**config.mk**
```make
export PLATFORM = sky130hd
export DESIGN_NAME = tag_bank_ctrl
export DESIGN_NICKNAME = d
export VERILOG_FILES = /design/src/rtl/tag_bank_ctrl_pkg.sv /design/src/rtl/tag_bank_ctrl.sv
export SDC_FILE = /design/constraint.sdc
export NUM_CORES = 1
export LEC_CHECK = 0
export CAP_MARGIN = 20
export CORE_MARGIN = 2
export CORE_UTILIZATION = 35
export CTS_CLUSTER_SIZE = 25
export DETAILED_ROUTE_END_ITERATION = 16
export PLACE_DENSITY = 0.77
export SLEW_MARGIN = 0
export SYNTH_ARGS = -nofsm -noshare
export SYNTH_HDL_FRONTEND = slang
export SYNTH_SLANG_ARGS = --single-unit
```
**constraint.sdc**
```tcl
create_clock -name clk -period 1.81 [get_ports clk]
set_input_delay 0.181 -clock clk [delete_from_list [all_inputs] [get_ports clk]]
set_output_delay 0.181 -clock clk [all_outputs]
set_load 0.01 [all_outputs]
```
**src/rtl/tag_bank_ctrl_pkg.sv**
```systemverilog
// Shared types for the tag bank controller: default geometry, tag word layout
// and the flush FSM state encoding (used when TAG_FLUSH_EN is defined).
package tag_bank_ctrl_pkg;

  localparam int unsigned LINES_DEFAULT = 512;
  localparam int unsigned TAG_W_DEFAULT = 20;

  typedef struct packed {
    logic                     valid;
    logic [TAG_W_DEFAULT-1:0] tag;
  } tag_word_t;

  typedef enum logic {
    S_IDLE  = 1'b0,
    S_FLUSH = 1'b1
  } flush_state_t;

endpackage

```
**src/rtl/tag_bank_ctrl.sv**
```systemverilog
// Tag bank controller: port A reads for lookups, port B writes for fills, invalidates
// and the optional whole-bank sweep (macro TAG_FLUSH_EN; sweep also runs after reset).
module tag_bank_ctrl
  import tag_bank_ctrl_pkg::*;
#(
  parameter int unsigned LINES = LINES_DEFAULT,
  parameter int unsigned TAG_W = TAG_W_DEFAULT
) (
  input  logic                     clk,
  input  logic                     rst,
  input  logic                     lookup_valid,
  output logic                     lookup_ready,
  input  logic [$clog2(LINES)-1:0] lookup_line,
  input  logic [TAG_W-1:0]         lookup_tag,
  output logic                     result_valid,
  output logic                     result_hit,
  input  logic                     upd_valid,
  output logic                     upd_ready,
  input  logic [$clog2(LINES)-1:0] upd_line,
  input  logic [TAG_W-1:0]         upd_tag,
  input  logic                     upd_inval,
  input  logic                     flush_req,
  output logic                     flush_busy,
  output logic [$clog2(LINES)-1:0] addr_a,
  output logic                     en_a,
  output logic                     wen_a,
  output logic [TAG_W:0]           data_in_a,
  input  logic [TAG_W:0]           data_out_a,
  output logic [$clog2(LINES)-1:0] addr_b,
  output logic                     en_b,
  output logic                     wen_b,
  output logic [TAG_W:0]           data_in_b,
  input  logic [TAG_W:0]           data_out_b
);

  localparam int unsigned LW = $clog2(LINES);

  logic            w_flushing;
  logic [LW-1:0]   w_flush_line;
  logic            w_lk_acc;
  logic            w_upd_acc;
  logic [TAG_W:0]  w_upd_word;
  logic [TAG_W:0]  w_word;
  logic            w_unused_in;

  logic            r_valid;
  logic [TAG_W-1:0] r_tag;
  logic [LW-1:0]   r_line;
  logic            r_fwd_we;
  logic [LW-1:0]   r_fwd_line;
  logic [TAG_W:0]  r_fwd_word;

`ifdef TAG_FLUSH_EN
  flush_state_t  r_state;
  flush_state_t  w_state_nx;
  logic [LW-1:0] r_cnt;
  logic [LW-1:0] w_cnt_nx;

  always_ff @(posedge clk or posedge rst) begin
    if (rst) begin
      r_state <= S_FLUSH;
      r_cnt   <= '0;
    end else begin
      r_state <= w_state_nx;
      r_cnt   <= w_cnt_nx;
    end
  end

  always_comb begin
    w_state_nx = r_state;
    w_cnt_nx   = r_cnt;
    case (r_state)
      S_IDLE: begin
        if (flush_req) begin
          w_state_nx = S_FLUSH;
          w_cnt_nx   = '0;
        end
      end
      S_FLUSH: begin
        if (r_cnt == LW'(LINES - 1)) begin
          w_state_nx = S_IDLE;
          w_cnt_nx   = '0;
        end else begin
          w_cnt_nx = r_cnt + 1'b1;
        end
      end
      default: w_state_nx = S_IDLE;
    endcase
  end

  assign w_flushing   = (r_state == S_FLUSH);
  assign w_flush_line = r_cnt;
  assign w_unused_in  = ^data_out_b;
`else
  assign w_flushing   = 1'b0;
  assign w_flush_line = '0;
  assign w_unused_in  = ^{data_out_b, flush_req};
`endif

  assign flush_busy   = w_flushing;
  assign lookup_ready = ~w_flushing;
  assign upd_ready    = ~w_flushing;
  assign w_lk_acc     = lookup_valid & lookup_ready;
  assign w_upd_acc    = upd_valid & upd_ready;
  assign w_upd_word   = upd_inval ? '0 : {1'b1, upd_tag};

  assign addr_a    = lookup_line;
  assign en_a      = w_lk_acc;
  assign wen_a     = 1'b0;
  assign data_in_a = '0;

  assign addr_b    = w_flushing ? w_flush_line : upd_line;
  assign en_b      = w_upd_acc | w_flushing;
  assign wen_b     = w_upd_acc | w_flushing;
  assign data_in_b = w_flushing ? '0 : w_upd_word;

  // The write accepted alongside a lookup is captured and compared against the
  // registered lookup line next cycle, because the bank returns the stale word.
  always_ff @(posedge clk or posedge rst) begin
    if (rst) begin
      r_valid    <= 1'b0;
      r_tag      <= '0;
      r_line     <= '0;
      r_fwd_we   <= 1'b0;
      r_fwd_line <= '0;
      r_fwd_word <= '0;
    end else begin
      r_valid    <= w_lk_acc;
      r_fwd_we   <= w_upd_acc;
      r_fwd_line <= upd_line;
      r_fwd_word <= w_upd_word;
      if (w_lk_acc) begin
        r_tag  <= lookup_tag;
        r_line <= lookup_line;
      end
    end
  end

  always_comb begin
    w_word = data_out_a;
    if (r_fwd_we && (r_fwd_line == r_line)) w_word = r_fwd_word;
  end

  assign result_valid = r_valid;
  assign result_hit   = r_valid & w_word[TAG_W] & (w_word[TAG_W-1:0] == r_tag);

endmodule

```
==> qor.yml <==
num_antenna_cells: 0
r2r_cells: 2
violations: "setup timing"
syn_inst: 265
cp-start-kind: "flip-flop"
synth_area_leaders: "dfrtp_1 (51%), buf_4 (11%), mux2_2 (9.0%), xnor2_1 (5.8%), xor2_1 (4.9%)"
syn_area_mm2: 0.003019
start_util_pct: 36.38
synthTopCellsByCount: "dfrtp_1 (61), buf_4 (46), mux2_2 (24)"
critPathRequiredTime_ns: 1.63
ant_nets: 0
wl_per_cell_um: 14.29
yosysMostFrequentCell: "dfrtp_1"
leakage_nw: 2.073
p_total_w: 0.003828
cts.sinks: 61
drive_gt1_share_pct: 22.22
cts_root_buf: "clkbuf_8"
coreArea_mm2: 0.008299
track_usage_pct: 16.18
grt_overflow: 0
worstReg2RegStart: "r_tag[4]$_DFFE_PP0P_"
peakVddDrop_mv: 0.6265
area_growth_pct: 57.94
io_pins: 175
synth_seq_area_share_pct: 50.56
grt_antenna_before_repair: 0
synth_edf_count: 0
cts_htree_levels: 3
first_pass_iters: 6
fin_ws_ns: -0.7167
r2r_setup_slack_ns: 0.90
dieArea_mm2: 0.009385
grt_max_degree: 62
final_net_count: 515
ys_seq_elements: 61
synth_top_area_share_pct: 50.56
first_global_vias: 2516
async_flop_share_pct: 100.0
grt_pass1_wl_um: 12140
io_buffers: 127
synthDistinctLibCells: 32
path_class: "flip-flop to output pin"
numCtsBuffers: 9
min_period_over_period_pct: 139.6
clockBufferDepth: 2
finalWirelength_um: 7418
fmax_mhz: 395.8
die_w_um: 96.88
rr_endpoint: "r_tag[4]$_DFFE_PP0P_"
avgSynthCellArea_um2: 11.39
viasPerCell: 4.543
report.final.hold_viol_count: 0
dr_total_vias: 2358
layout_min_cycle_time_ns: 2.527
setup_violations: 1
synth_top_area_cell: "dfrtp_1"
first_iter_violations: 113
die_h_um: 96.88
grt_setup_unrepaired: "true"
hpwlAfterDp_um: 5665
cts_tree: "built"
clock_latency_ns: 0.33
pwr_density_cell_mw_per_mm2: 802.9
cp-end-kind: "output pin"
slew_violations: 0
clk_pin_slew_ns: 0.07
gp_congestion: 0.8378
hold_path.class: "input pin to async pin"
synth-main-ff-cell: "dfrtp_1"
route.detailed.drc: 0
dp_slack_ns: -0.9051
cp_max_fo: 3
cp_data_arrival_time_ns: 2.35
finClkSkew_ns: 0
ys_warn_count: 0
status: "finished, violations left"
maxCapViolCount: 0
rows: 33
-- layer usage --
layer	vias up	share of wire (%)	GRT usage (%)
met1	1129	40	19.23
met2	106	51	27.83
met5	-	0	0
met3	13	6.2	3.685
met4	0	2.4	7.367
li1	1110	-	-
-- where the power goes --
part,switching [W],internal (W),total [W],leakage [nW]
clock network,0.000538,0.000949,0.00149,0.119
logic,0.000318,0.000487,0.000805,1.22
registers,0.0000732,0.00146,0.00154,0.739
-- per-stage QoR --
step,util (%),instance area (um2),hold WS [ns],cells,setup TNS [ns]
floorplan,-,3128,0.2124,288,-0.01812
global placement,53.11,4408,0.5121,498,-0.8198
detailed placement,53.11,4408,0.5176,498,-0.9051
CTS,56.90,4722,0.2027,515,-0.6625
global route,57.46,4768,0.2123,519,-0.8200
finish,57.46,4768,0.2152,519,-0.7167
-- final cells by class --
type	instances	area [um2]
fill	688	3531
clock inverter	6	110.1
multi-input combinational	161	1259
clock buffer	10	137.6
timing repair buffer	162	1551
sequential	61	1526
inverter	14	52.55
tap	105	131.4
-- worst max-delay path: stages (launching register included) --
cell	delay, ns
dfrtp_1	0.40
xnor2_2	0.24
buf_4	0.15
nand2_1	0.05
or4_4	0.52
a221o_1	0.33
nand4_1	0.14
a221oi_4	0.04
buf_2	0.15
-- sequential cells by signal (all words and copies together) (netlist names) --
name	count
r_fwd_line	9
r_fwd_we	1
r_fwd_word	21
r_line	9
r_tag	20
result_valid	1
-- worst max path at each step --
stage                             from    endpoint  slack (ns)
2_1_floorplan  r_fwd_line[2]$_DFF_PP0_  result_hit       -0.02
3_3_place_gp            data_out_a[19]  result_hit       -0.82
3_5_place_dp   r_fwd_line[2]$_DFF_PP0_  result_hit       -0.91
4_1_cts          r_line[2]$_DFFE_PP0P_  result_hit       -0.66
5_1_grt        r_fwd_line[2]$_DFF_PP0_  result_hit       -0.82
6_report       r_fwd_line[2]$_DFF_PP0_  result_hit       -0.72
-- cell families after synthesis --
group,count (synthesis),share of synthesized area [%]
buffers and inverters,66,13.92
AND/OR/NAND/NOR,55,10.73
other,2,0.2487
multiplexers,24,8.952
XOR/XNOR,37,10.73
AO/OA/AOI/OAI,20,4.849
flip-flops,61,50.56
-- cell usage in the layout, fill, tap and decap left out, types with 3 or more instances in the layout --
master and n:
xnor2_2 6, clkdlybuf4s50_1 124, nor4_1 5, nand2_1 9
bufinv_16 3, mux2_2 24, xor2_1 17, inv_1 13
xnor2_1 14, o21ai_0 7, dfrtp_1 61, conb_1 25
nand4_1 9, buf_4 33, clkbuf_8 10, nor2b_1 18
-- repair_timing --
action | CTS | global route
hold buffers | 0 | 0
pin swaps | 7 | 4
resized for setup | 14 | 4
buffers inserted | 1 | 4
setup endpoints to repair | 1 | 4
hold endpoints to repair | 0 | 0
No activity file was read; power rests on OpenSTA's default activity.
